File: src/rtl/menu_nav_pkg.sv
// Shared types and constants for the front-panel menu navigator.
package menu_nav_pkg;

  typedef enum logic {
    TOP  = 1'b0,
    PAGE = 1'b1
  } state_t;

  localparam int K_LEFT    = 0;
  localparam int K_RIGHT   = 1;
  localparam int K_UP      = 2;
  localparam int K_DOWN    = 3;
  localparam int K_CONFIRM = 4;
  localparam int K_QUIT    = 5;

  function automatic int w_of(input int n);
    return (n <= 2) ? 1 : $clog2(n);
  endfunction

endpackage

File: src/rtl/key_repeat.sv
// Hold-to-repeat tick generator for the four cursor keys.
import menu_nav_pkg::*;

module key_repeat #(
  parameter int REPEAT_DLY = 25_000_000,
  parameter int REPEAT_PER = 5_000_000
) (
  input  logic       clk_50M,
  input  logic       rst_n,
  input  logic [3:0] key_level,
  output logic [3:0] rep_tick
);

  localparam int MX = (REPEAT_DLY > REPEAT_PER) ?
                      REPEAT_DLY : REPEAT_PER;
  localparam int CW = w_of(MX + 1);

  logic [CW-1:0] cnt;
  logic [CW-1:0] lim;
  logic [3:0]    held;
  logic          rpt;
  logic          solo;
  logic          same;

  assign solo = $onehot(key_level);
  assign same = solo && (key_level == held);
  // first interval is the long delay, then the short period
  assign lim  = rpt ? CW'(REPEAT_PER) : CW'(REPEAT_DLY);

  assign rep_tick = (same && cnt == lim) ? held : 4'b0000;

  always_ff @(posedge clk_50M) begin
    if (!rst_n || !solo) begin
      cnt  <= '0;
      held <= '0;
      rpt  <= 1'b0;
    end else if (!same) begin
      held <= key_level;
      cnt  <= CW'(1);
      rpt  <= 1'b0;
    end else if (cnt == lim) begin
      cnt <= CW'(1);
      rpt <= 1'b1;
    end else begin
      cnt <= cnt + 1'b1;
    end
  end

endmodule

File: src/rtl/menu_nav_ctrl.sv
// Two-level menu navigator: page cursor, field cursor,
// per-page values, commit strobe and key auto-repeat.
import menu_nav_pkg::*;

module menu_nav_ctrl #(
  parameter int N_MENU     = 3,
  parameter int N_FIELD    = 5,
  parameter int VAL_W      = 2,
  parameter int VAL_MAX    = 3,
  parameter int WRAP       = 1,
  parameter int REPEAT_DLY = 25_000_000,
  parameter int REPEAT_PER = 5_000_000
) (
  input  logic                           clk_50M,
  input  logic                           rst_n,
  input  logic [5:0]                     key_press,
  input  logic [5:0]                     key_level,
  output logic [w_of(N_MENU)-1:0]        menu_sel,
  output logic                           in_page,
  output logic [w_of(N_FIELD)-1:0]       field_sel,
  output logic [(N_FIELD-1)*VAL_W-1:0]   field_val,
  output logic                           commit,
  output logic                           committed
);

  localparam int MSEL_W = w_of(N_MENU);
  localparam int FSEL_W = w_of(N_FIELD);
  localparam int NV     = N_FIELD - 1;
  localparam int NPG    = 2 ** MSEL_W;

  typedef logic [NV-1:0][VAL_W-1:0] row_t;

  state_t            state, state_nxt;
  logic [MSEL_W-1:0] msel_nxt;
  logic [FSEL_W-1:0] fsel_nxt;
  logic              commit_nxt;
  logic              committed_nxt;
  row_t              vals [NPG];
  row_t              row_cur, row_nxt;
  logic [3:0]        rep_tick;
  logic [5:0]        ev, msk, act;
  logic              on_apply;
  logic              wr;
  logic [VAL_W-1:0]  cur_v, new_v;
  logic              unused_lvl;

  key_repeat #(
    .REPEAT_DLY(REPEAT_DLY),
    .REPEAT_PER(REPEAT_PER)
  ) u_rep (
    .clk_50M  (clk_50M),
    .rst_n    (rst_n),
    .key_level(key_level[3:0]),
    .rep_tick (rep_tick)
  );

  assign unused_lvl = ^key_level[5:4];
  assign ev         = key_press | {2'b00, rep_tick};
  assign on_apply   = (field_sel == FSEL_W'(NV));
  assign row_cur    = vals[menu_sel];
  assign in_page    = (state == PAGE);

  function automatic logic [VAL_W-1:0] step_v(
    input logic [VAL_W-1:0] v,
    input logic             inc
  );
    if (inc)
      return (v == VAL_W'(VAL_MAX)) ?
             ((WRAP != 0) ? '0 : v) : v + 1'b1;
    return (v == '0) ?
           ((WRAP != 0) ? VAL_W'(VAL_MAX) : v) : v - 1'b1;
  endfunction

  always_comb begin
    cur_v = '0;
    for (int i = 0; i < NV; i++)
      if (field_sel == FSEL_W'(i)) cur_v = row_cur[i];
  end

  // keys that are meaningless in the current state/row are masked
  // before priority so they never steal the cycle
  always_comb begin
    msk = '0;
    unique case (state)
      TOP: begin
        msk[K_CONFIRM] = ev[K_CONFIRM];
        msk[K_LEFT]    = ev[K_LEFT];
        msk[K_RIGHT]   = ev[K_RIGHT];
      end
      PAGE: begin
        msk[K_QUIT]    = ev[K_QUIT];
        msk[K_CONFIRM] = ev[K_CONFIRM] & on_apply;
        msk[K_UP]      = ev[K_UP];
        msk[K_DOWN]    = ev[K_DOWN];
        msk[K_LEFT]    = ev[K_LEFT] & ~on_apply;
        msk[K_RIGHT]   = ev[K_RIGHT] & ~on_apply;
      end
    endcase
    act = '0;
    if (msk[K_QUIT])         act[K_QUIT]    = 1'b1;
    else if (msk[K_CONFIRM]) act[K_CONFIRM] = 1'b1;
    else if (msk[K_UP])      act[K_UP]      = 1'b1;
    else if (msk[K_DOWN])    act[K_DOWN]    = 1'b1;
    else if (msk[K_LEFT])    act[K_LEFT]    = 1'b1;
    else if (msk[K_RIGHT])   act[K_RIGHT]   = 1'b1;
  end

  always_comb begin
    state_nxt     = state;
    msel_nxt      = menu_sel;
    fsel_nxt      = field_sel;
    commit_nxt    = 1'b0;
    committed_nxt = committed;
    wr            = 1'b0;
    new_v         = cur_v;
    unique case (1'b1)
      act[K_QUIT]: begin
        state_nxt     = TOP;
        fsel_nxt      = '0;
        committed_nxt = 1'b0;
      end
      act[K_CONFIRM]: begin
        if (state == TOP) begin
          state_nxt = PAGE;
          fsel_nxt  = '0;
        end else begin
          commit_nxt    = 1'b1;
          committed_nxt = 1'b1;
        end
      end
      act[K_UP]:
        fsel_nxt = (field_sel == '0) ?
                   FSEL_W'(N_FIELD - 1) : field_sel - 1'b1;
      act[K_DOWN]:
        fsel_nxt = (field_sel == FSEL_W'(N_FIELD - 1)) ?
                   '0 : field_sel + 1'b1;
      act[K_LEFT], act[K_RIGHT]: begin
        if (state == TOP) begin
          if (act[K_LEFT])
            msel_nxt = (menu_sel == '0) ?
                       MSEL_W'(N_MENU - 1) : menu_sel - 1'b1;
          else
            msel_nxt = (menu_sel == MSEL_W'(N_MENU - 1)) ?
                       '0 : menu_sel + 1'b1;
        end else begin
          wr            = 1'b1;
          new_v         = step_v(cur_v, act[K_RIGHT]);
          committed_nxt = 1'b0;
        end
      end
      default: ;
    endcase
  end

  // edits never move menu_sel, so the edited row is the next view
  always_comb begin
    row_nxt = vals[msel_nxt];
    for (int i = 0; i < NV; i++)
      if (wr && field_sel == FSEL_W'(i)) row_nxt[i] = new_v;
  end

  always_ff @(posedge clk_50M) begin
    if (!rst_n) begin
      state     <= TOP;
      menu_sel  <= '0;
      field_sel <= '0;
      field_val <= '0;
      commit    <= 1'b0;
      committed <= 1'b0;
      for (int m = 0; m < NPG; m++) vals[m] <= '0;
    end else begin
      state     <= state_nxt;
      menu_sel  <= msel_nxt;
      field_sel <= fsel_nxt;
      field_val <= row_nxt;
      commit    <= commit_nxt;
      committed <= committed_nxt;
      if (wr) vals[menu_sel] <= row_nxt;
    end
  end

endmodule

File: config.mk
export PLATFORM = sky130hd
export DESIGN_NAME = menu_nav_ctrl
export DESIGN_NICKNAME = d
export VERILOG_FILES = /design/src/rtl/menu_nav_pkg.sv /design/src/rtl/key_repeat.sv /design/src/rtl/menu_nav_ctrl.sv
export SDC_FILE = /design/constraint.sdc
export NUM_CORES = 1
export LEC_CHECK = 0
export CAP_MARGIN = 40
export CORE_ASPECT_RATIO = 1.75
export CORE_MARGIN = 10
export CORE_UTILIZATION = 52
export DETAILED_ROUTE_END_ITERATION = 16
export DONT_BUFFER_PORTS = 1
export MAX_ROUTING_LAYER = met4
export PLACE_DENSITY = 0.81
export SLEW_MARGIN = 20
export SYNTH_ARGS = -nofsm -noshare
export SYNTH_HDL_FRONTEND = slang
export SYNTH_SLANG_ARGS = --single-unit
File: constraint.sdc
create_clock -name clk_50M -period 4.3 [get_ports clk_50M]
set_input_delay 1.29 -clock clk_50M [delete_from_list [all_inputs] [get_ports clk_50M]]
set_output_delay 1.29 -clock clk_50M [all_outputs]
set_load 0.05 [all_outputs]
# Yosys cells after proc, flatten, opt, wreduce, memory -nomap -nowiden
# Memories as Yosys holds them, arrays and structs flattened. A register that Yosys moved wholly into a read port is not among the register bits.
# Index checks and enable logic that the tools add are counted.
# classes
add_sub_neg	10
reduce_logical	22
n_mux	60
n_bitwise	7
eq_ne	12
# op_table
operator	count
2-bit 2-to-1 mux	24
25-bit by 1-bit adder with 25-bit output, second input constant	1
25-bit == test	1
25-bit 2-to-1 mux	1
1-bit 2-to-1 mux	23
3-bit one-hot mux with 4 select lines	1
3-bit 2-to-1 mux	3
4-bit 2-to-1 mux	2
8-bit 2-to-1 mux	1
8-bit OR reduction	1
3-bit by 1-bit == test with 1-bit output, second input constant	2
3-bit by 2-bit == test with 1-bit output, second input constant	2
1-bit logical AND	6
2-bit != test, second input constant	3
6-bit by 4-bit OR with 6-bit output	1
5-bit 2-to-1 mux	1
1-bit by 1-bit adder with 2-bit output	2
2-bit by 1-bit adder with 2-bit output, second input constant	2
2-bit == test, second input constant	2
4-bit == test	1
2-bit logical NOT	2
1-bit one-hot mux with 2 select lines	2
2-bit one-hot mux with 2 select lines	1
2-bit AND reduction	2
other kinds (17)	24
# word_totals
mem_count	1
mem_bits_rw	32
output_inout_bits	16
in_bits	14
elab_cells	122
regBits	46
# mem_list
memory	depth	width	read_ports	rd_clocked_by_memory_dff	write_ports	line	source
vals	4	8	2	1	4	menu_nav_ctrl.sv:38	row_t vals [NPG];

# Logic depth before layout (Yosys ltp)
# Gate-level depths: netlist of run 1.
# logic_depth
word_depth	23
ltp_mapped	13

# By module
# Synthesis of run 1 repeated with hierarchy kept, for this count alone.
# unflattened
cells_unflattened	509
area_unflattened_um2	4879.7
# modules_own_cells
mod	seq_area_each_um2	area_each_um2	cells_each	instances
menu_nav_ctrl	1281.2	3268.1	333	1
key_repeat	600.6	1611.5	176	1

# Worst setup path after synthesis of run 1
# OpenSTA, ideal clock, no wires.
# synth_timing
path_type	input -> register
from	in key_level[0]
to	mem vals[1][0] (netlist bit) (enable)
required_time_ns	3.998
stages	13
setup_slack_ns	-0.207
t_arrival_ns	4.205
n_path_buf	2
cell_sequence	ha_1 ha_1 fa_1 nor3b_1 and3_1 and2_1 clkbuf_1 a31oi_1 nand3_1 clkbuf_1 nor2_1 nand2_1 nand2_1
# synth_rtl
item	line	source
from (decl)	menu_nav_ctrl.sv:17	input logic [5:0] key_level,
to (decl)	menu_nav_ctrl.sv:38	

==> impl_metrics.yaml, run 1 <==
die:
  die_area_sq_um: 12600
  die_h_um: 141
  initial_core_util: 0.527
  num_rows: 44
  core_area_sq_um: 8260
  io_pins: 30
  die_w_um: 89.2
critical_path:
  cp-end-kind: "flip-flop"
  crit_arrival_ns: 4.31
  crit_type: "in -> reg"
  cp.depth: 12
  crit_path_max_fanout: 15
  slowest_delay_ns: 0.46
  cp_cell_sequence: "ha_1 > ha_1 > fa_1 > nor3b_2 > and3_1 > o2111ai_1 > and2_4 > a41oi_4 > buf_4 > nand2_2 > a211o_1 > o22ai_1"
  cpMostUsedCell: "ha_1"
  cp.required_ns: 4.48
  ff2ff_path_depth: 11
  crit_buf_inv: 1
  path_delay_family: "compound AO/OA/AOI/OAI gates"
  slowest_stage: "fa_1"
  startpoint_type: "primary input"
power_and_ir_drop:
  seqPwrFrac: 0.470
  vdd_drop_max_uv: 265
  p_int_mw: 1.32
  p_comb_frac: 0.137
  cellPowerDensity_nw_per_um2: 355
  net-switching-power_mw: 0.481
  cellLeakagePower_nw: 1.84
  clkPwrFrac: 0.393
  switching_share: 0.267
global_route:
  antenna_found_initial: 0
  grtUsageTotal: 0.199
  grt_pass1_vias: 3904
  grt-ovfl-total: 0
  grt_pass1_wl_um: 19000
  grt_max_degree: 25
route:
  ant_nets: 0
  drc: 0
  vias_per_cell: 6.51
  drt-wirelength-per-cell_um: 20.0
  wirelength_um: 11900
  first_iter_violations: 348
  via_count: 3876
  dr.pass1.iters: 6
synth:
  synth_cells: 454
  mappedNetlistArea_sq_um: 4350
  synth.avg_cell_area_sq_um: 9.59
  async_reset_ff_frac: 0
  syn_nets: 486
  yosysSeqAreaShare: 0.432
  ys_warn_count: 0
  ys.flop_type: "dfxtp_1"
  synth.distinct_cells: 62
  synth_edf_count: 32
  ys_ff_latch: 78
cts:
  cts_tree: "yes"
  clk_pin_slew_ns: 0.06
  postCtsResizedCells: 0
  numCtsBuffers: 9
  cts_hold_buffers: 0
  worstSkewPairLatency_ns: 0.34
  postCtsSetupBuffers: 0
  cts_max_level: 3
  clock_sinks: 78
  cts_max_path_buffers: 2
  cts_root_buf: "clkbuf_16"
place:
  place_inst: 579
  hpwl_um: 8980
  numPortBuffers: 0
  gp_congestion: 0.983
sta:
  setup_tns_ns: 0
  finalHoldViolCount: 0
  slew_viol_final: 0
  fmaxAchievable_mhz: 242
  fin_crit_ns: 4.13
  slew_headroom: 0.478
  final.setup_skew_ns: 0.0125
  tightestPinTransition_ns: 0.782
  period_share: 0.960
  finalSetupViolCount: 0
layout:
  syn_to_final_growth_pct: 16.7
  drive_gt1_frac: 0.175
  fin_cells: 595
  layout_common_cells: "nor2_1, buf_4, dfxtp_1"
  nNetsFinal: 530
  diodes: 0
  fillCellCount: 679
min_path:
  hold_class: "reg -> reg"
  min_path_cells: 1
flow_run:
  max_cap_viol_count: 0
outcome:
  run_status: "finished clean"
-- state kept, by name, summed over array words and instances, names as in the netlist --
name	cells
commit	1
committed	1
field_sel	3
field_val	8
in_page	1
menu_sel	2
u_rep.cnt	25
u_rep.held	4
u_rep.rpt	1
vals	32
-- logic make-up after synthesis --
family | synth area share
flip-flops | 0.432
AO/OA/AOI/OAI | 0.177
adder cells (fa/ha/maj) | 0.0535
XOR/XNOR | 0.0543
AND/OR/NAND/NOR | 0.210
buffers and inverters | 0.0270
multiplexers | 0.0460
-- power groups by stage --
stage	clock network (mW)	logic, mW	registers, mW
finish	0.709	0.248	0.849
global route	0.746	0.269	0.851
CTS	0.721	0.241	0.849
detailed placement	0	0.238	0.864
global placement	0	0.233	0.863
floorplan	0	0.152	0.859
-- metal layers --
layer  up-vias  GRT usage  part of all wire
met4         0      0.116             0.046
met3        43     0.0415             0.059
met1      1858      0.188              0.33
met2       175      0.353              0.56
li1       1800          -                 -
met5         -          -                 0
-- layout make-up --
type	instances	area, sq um	area share
inverters	15	56.3	0.0111
repair buffers	48	360	0.0710
flip-flops and latches	78	1880	0.371
multi-input cells	346	2390	0.470
clock inverters	3	16.3	0.00320
well taps	92	115	0.0227
clock buffers	13	262	0.0515
-- Yosys cell counts, types with 2 or more instances --
library cell,n,area [sq um]
or3_1,2,12.5
nand2_1,40,150
xnor2_1,12,105
a211o_1,11,96.3
a21oi_1,6,30.0
nand3_1,32,160
nor3_1,3,15.0
ha_1,17,213
a31oi_1,33,206
o211ai_1,6,45.0
o2111ai_1,2,17.5
o21ai_1,6,30.0
a31o_2,2,17.5
mux2i_1,2,20.0
o22ai_1,11,68.8
o21a_1,2,15.0
clkbuf_1,11,41.3
edfxtp_1,32,961
a21boi_0,6,45.0
and4_1,2,17.5
o21ai_0,14,70.1
and3_1,18,113
nand4_1,6,37.5
dfxtp_1,46,921
xor2_1,15,131
nor3b_1,2,15.0
buf_1,2,7.51
mux4_2,8,180
or2_2,3,18.8
nor2_1,48,180
and2_1,6,37.5
nand2b_1,2,12.5
inv_1,15,56.3
or4b_1,3,30.0
-- through the flow --
stage / utilization / area (sq um) / setup WS (ns) / hold slack (ns) / total power, mW
final: 0.615 / 5080 / 0.173 / 0.535 / 1.80
after global routing: 0.615 / 5080 / -0.000781 / 0.564 / 1.87
after CTS: 0.613 / 5060 / 0.0874 / 0.535 / 1.81
after detailed placement: 0.579 / 4780 / -0.252 / 0.505 / 1.10
after global placement: 0.579 / 4780 / -0.175 / 0.496 / 1.10
after floorplan: - / 4370 / 0.00249 / 0.468 / 1.01
-- worst register-to-register path, cell delays in order, from the launching register on --
cell and delay (ns):
dfxtp_1 0.71, inv_1 0.19, ha_1 0.29, ha_1 0.21
nor2_1 0.15, nand2_1 0.06, a31oi_1 0.42, nand3_1 0.26
nor2_1 0.30, nand2_1 0.12, nand2_1 0.14, buf_4 0.18
-- final timing paths --
check	start	to	slack (ns)
max reg2reg	field_sel[0]$_SDFFE_PN0P_	vals[2][6]$_SDFFCE_PN0P_	0.96
min	u_rep.rpt$_SDFFE_PP0N_	u_rep.rpt$_SDFFE_PP0N_	0.54
min reg2reg	u_rep.rpt$_SDFFE_PP0N_	u_rep.rpt$_SDFFE_PP0N_	0.54
max	key_level[0]	vals[1][0]$_SDFFCE_PN0P_	0.17
No activity file was read; power rests on OpenSTA's default activity.
==> run 2, diff against run 1 <==
- CORE_UTILIZATION: 52 -> 58
- PLACE_DENSITY: 0.81 -> 0.87
==> impl_metrics.yaml, run 2 (same netlist as run 1, synthesis figures left out) <==
layout:
  syn_to_final_growth_pct: 17.3
  drive_gt1_frac: 0.174
  top_register: "vals"
  layout_common_cells: "nor2_1, dfxtp_1, buf_4"
  diodes: 0
  nNetsFinal: 528
  top_regs: "vals (32), u_rep.cnt (25), field_val (8)"
  fin_cells: 587
  largest_reg_flops: 32
  fillCellCount: 530
  final_common_cell: "nor2_1"
power_and_ir_drop:
  seqPwrFrac: 0.456
  p_comb_frac: 0.143
  total_power_mw: 1.85
  switching_share: 0.272
  vdd_drop_max_uv: 296
  p_int_mw: 1.35
  clkPwrFrac: 0.401
  cellPowerDensity_nw_per_um2: 362
  net-switching-power_mw: 0.502
  cellLeakagePower_nw: 1.85
critical_path:
  r2r_setup_slack_ns: 1.02
  crit_type: "in -> reg"
  crit_path_max_fanout: 5
  rr_endpoint: "vals[1][4]$_SDFFCE_PN0P_"
  cp-startpoint: "key_level[0]"
  startpoint_type: "primary input"
  cp.required_ns: 4.54
  r2r-start: "field_sel[0]$_SDFFE_PN0P_"
  cp-end-kind: "flip-flop"
  crit_arrival_ns: 4.38
  ff2ff_path_depth: 11
  endpoint: "field_val[7]$_SDFF_PN0_"
die:
  die_h_um: 135
  die_area_sq_um: 11500
  initial_core_util: 0.597
  io_pins: 30
  core_area_sq_um: 7280
  num_rows: 41
  die_w_um: 85.5
global_route:
  grt_pass1_wl_um: 19800
  use_met2: 0.396
  grt_max_degree: 25
  gr-usage-met1: 0.198
  grt_use_met3: 0.0386
  grt-ovfl-total: 0
  grtUsageTotal: 0.222
  antenna_found_initial: 0
  grt_pass1_vias: 4061
  grt_busiest_layer: "met2"
sta:
  tightestPinTransition_ns: 0.640
  setup_tns_ns: 0
  rsz0062_at_grt: "no"
  whs_ns: 0.527
  fmaxAchievable_mhz: 241
  final.setup_skew_ns: 0.0129
  slew_headroom: 0.573
  period_share: 0.963
  slew_viol_final: 0
  finalHoldViolCount: 0
  finalSetupViolCount: 0
  fin_crit_ns: 4.14
cts:
  numCtsBuffers: 9
  cts_tree: "yes"
  cts_hold_buffers: 0
  cts_max_level: 3
  postCtsResizedCells: 0
  clock_sinks: 78
  cts_root_buf: "clkbuf_16"
  clk_pin_slew_ns: 0.06
  cts_max_path_buffers: 2
  postCtsSetupBuffers: 0
  worstSkewPairLatency_ns: 0.35
place:
  gp_congestion: 0.940
  hpwl_um: 9280
  place_inst: 571
  numPortBuffers: 0
route:
  wirelength_um: 12400
  dr.pass1.iters: 5
  vias_per_cell: 6.75
  first_iter_violations: 399
  ant_nets: 0
  drt-wirelength-per-cell_um: 21.0
  drc: 0
  via_count: 3965
outcome:
  run_status: "finished clean"
min_path:
  min_path_cells: 2
  hold_class: "reg -> reg"
flow_run:
  max_cap_viol_count: 0
## run 2: worst min path at each step
stage                             start                        to  slack, ns
2_1_floorplan   u_rep.cnt[0]$_SDFF_PP0_   u_rep.cnt[0]$_SDFF_PP0_       0.47
3_3_place_gp   u_rep.cnt[15]$_SDFF_PP0_  u_rep.cnt[15]$_SDFF_PP0_       0.50
3_5_place_dp    u_rep.cnt[0]$_SDFF_PP0_   u_rep.cnt[0]$_SDFF_PP0_       0.50
4_1_cts        u_rep.cnt[15]$_SDFF_PP0_  u_rep.cnt[15]$_SDFF_PP0_       0.53
5_1_grt        u_rep.cnt[15]$_SDFF_PP0_  u_rep.cnt[15]$_SDFF_PP0_       0.58
6_report       u_rep.cnt[15]$_SDFF_PP0_  u_rep.cnt[15]$_SDFF_PP0_       0.53
## run 2: layer usage
layer	up-vias	wire (um)
met5	-	0
met4	0	875
met3	85	654
met2	206	6830
met1	1878	3990
li1	1796	-
## run 2: critical path, stage by stage
cell and delay [ns]:
ha_1 0.28, ha_1 0.21, fa_1 0.44, nor3b_2 0.23
and3_1 0.23, and2_1 0.23, a31o_2 0.22, buf_4 0.13
and4_1 0.26, o21ai_0 0.16, a211o_1 0.39, a31oi_1 0.30
## run 2: layout make-up
class                   instances  area [sq um]  area share
clock buffers                  12           268      0.0525
clock inverters                 4          26.3     0.00515
inverters                      15          56.3      0.0110
multi-input cells             346          2390       0.469
flip-flops and latches         78          1880       0.369
well taps                      86           108      0.0211
repair buffers                 46           370      0.0726
## run 2: metrics by stage
step	worst slack [ns]	utilization	cell area, sq um
2_1_floorplan	0.00249	-	4370
3_3_place_gp	-0.139	0.657	4780
3_5_place_dp	-0.280	0.657	4780
4_1_cts	0.0320	0.697	5080
5_1_grt	0.00760	0.700	5100
6_report	0.158	0.700	5100
## run 2: power by group through the flow
stage | sequential [mW] | combinational [mW] | clock [mW]
3_5_place_dp | 0.859 | 0.252 | 0
2_1_floorplan | 0.859 | 0.152 | 0
5_1_grt | 0.846 | 0.281 | 0.775
6_report | 0.843 | 0.264 | 0.742
4_1_cts | 0.843 | 0.254 | 0.744
3_3_place_gp | 0.857 | 0.243 | 0
==> run 3, diff against run 2 <==
- CELL_PAD_IN_SITES_DETAIL_PLACEMENT: default -> 1
- CELL_PAD_IN_SITES_GLOBAL_PLACEMENT: default -> 1
- CORE_UTILIZATION: 58 -> 45
==> impl_metrics.yaml, run 3 (same netlist as run 1, synthesis figures left out) <==
outcome:
  run_status: "finished clean"
sta:
  finalSetupViolCount: 0
  slew_viol_final: 0
  fin_crit_ns: 4.22
  final.setup_skew_ns: 0.0102
  setup_tns_ns: 0
  tightestPinTransition_ns: 0.790
  setup_ws_ns: 0.0808
  finalHoldViolCount: 0
  rsz0062_at_grt: "yes"
  fmaxAchievable_mhz: 237
  slew_headroom: 0.473
  period_share: 0.981
layout:
  final_common_cell: "buf_4"
  drive_gt1_frac: 0.196
  nNetsFinal: 537
  syn_to_final_growth_pct: 20.6
  layout_common_cells: "buf_4, nor2_1, dfxtp_1"
  fin_cells: 632
  diodes: 0
  largest_reg_flops: 32
  top_regs: "vals (32), u_rep.cnt (25), field_val (8)"
  top_register: "vals"
critical_path:
  slowest_stage: "fa_1"
  r2r-start: "field_sel[0]$_SDFFE_PN0P_"
  startpoint_type: "primary input"
  slowest_delay_ns: 0.45
  cp.required_ns: 4.38
  crit_type: "in -> reg"
  r2r_setup_slack_ns: 0.99
  crit_arrival_ns: 4.30
  crit_path_max_fanout: 5
  cp-end-kind: "flip-flop"
  ff2ff_path_depth: 10
  rr_endpoint: "vals[2][7]$_SDFFCE_PN0P_"
  cp_cell_sequence: "ha_1 > ha_1 > fa_1 > nor3b_2 > and3_1 > o2111ai_1 > buf_4 > a211o_1 > and2_1 > nand2_1 > a211o_1 > a31oi_2"
cts:
  cts_tree: "yes"
  cts_max_level: 3
  cts_hold_buffers: 0
  numCtsBuffers: 9
  cts_max_path_buffers: 2
  clk_pin_slew_ns: 0.06
  worstSkewPairLatency_ns: 0.35
  clock_sinks: 78
  cts_root_buf: "clkbuf_16"
route:
  route.met3.wl_um: 590
  wirelength_um: 15000
  vias_per_cell: 6.40
  highest_layer: "met4"
  via_count: 4043
  met2WireLength_um: 8350
  ant_nets: 0
  drt-wirelength-per-cell_um: 23.7
  wl_met1_um: 5030
  first_iter_violations: 244
  drc: 0
  dr.pass1.iters: 5
die:
  core_area_sq_um: 9470
  die_h_um: 150
  io_pins: 30
  die_area_sq_um: 14200
  num_rows: 47
  initial_core_util: 0.460
  die_w_um: 94.3
global_route:
  grt-ovfl-total: 0
  grt_max_degree: 25
  grt_pass1_vias: 4391
  antenna_found_initial: 0
  grtUsageTotal: 0.218
  grt_pass1_wl_um: 23200
power_and_ir_drop:
  total_power_mw: 1.92
  vdd_drop_max_uv: 245
  cellLeakagePower_nw: 1.90
  cellPowerDensity_nw_per_um2: 366
place:
  hpwl_um: 10600
  place_inst: 610
  gp_congestion: 0.957
  place_ws_ns: -0.347
  numPortBuffers: 0
min_path:
  min_from: "u_rep.cnt[15]$_SDFF_PP0_"
  min_path_cells: 2
  holdPathEnd: "u_rep.cnt[15]$_SDFF_PP0_"
  hold_class: "reg -> reg"
flow_run:
  max_cap_viol_count: 0
-- run 3: cell types whose count changed in the layout (fill, tap and decap cells not counted), sizes merged --
| cell | change |
|---|---|
| clkinv | +1 |
| clkbuf | +1 |
| buf | +9 |
| inv | -2 |
-- run 3: routing by layer --
metal | up-vias | track usage
li1 | 1817 | -
met5 | - | -
met2 | 146 | 0.393
met1 | 2000 | 0.193
met3 | 80 | 0.0479
met4 | 0 | 0.153
-- run 3: worst max-delay path by stage --
| stage | from | to | slack, ns | depth (start not counted) |
|---|---|---|---|---|
| after floorplan | key_level[0] | vals[0][1]$_SDFFCE_PN0P_ | 0.002 | 13 |
| after global placement | key_level[0] | vals[2][3]$_SDFFCE_PN0P_ | -0.21 | 12 |
| after detailed placement | key_level[0] | vals[1][5]$_SDFFCE_PN0P_ | -0.35 | 12 |
| after CTS | key_level[0] | vals[1][3]$_SDFFCE_PN0P_ | 0.006 | 12 |
| after global routing | key_level[0] | vals[0][5]$_SDFFCE_PN0P_ | -0.03 | 13 |
| final | key_level[0] | vals[2][7]$_SDFFCE_PN0P_ | 0.08 | 12 |
-- run 3: final cells by class --
cell class,count,area (sq um)
clock buffers,13,293
clock inverters,3,22.5
fillers,1072,4220
inverters,15,56.3
multi-input cells,346,2420
flip-flops and latches,78,1880
well taps,122,153
repair buffers,55,425
-- run 3: stage by stage --
step                      utilization  hold WS, ns  instance area, sq um
final                           0.555        0.522                  5250
after global routing            0.555        0.563                  5250
after global placement          0.511        0.497                  4840
after detailed placement        0.511        0.516                  4840
after CTS                       0.549        0.520                  5200
after floorplan                     -        0.468                  4370
-- run 3: critical path, delay by kind of cell --
family / cells / cell delay, ns
and+or+nand+nor: 4 / 0.96
adders and majority gates: 3 / 0.95
buffers and inverters: 1 / 0.18
AOI/OAI and AO/OA: 4 / 0.92
-- run 3: power breakdown --
group          total (mW)  leakage (nW)  switching, mW  internal [mW]
registers           0.848         0.704         0.0542          0.794
logic               0.277          1.04          0.163          0.114
clock network       0.795         0.156          0.316          0.478
total                1.92          1.90          0.534           1.39
-- run 3: repair_timing --
| action | CTS | global route |
|---|---|---|
| endpoints found under the setup margin | 16 | 39 |
| buffers inserted | 4 | 2 |
| gates resized for setup | 1 | 9 |
| endpoints found under the hold margin | 0 | 0 |
| pin swaps | 4 | 6 |
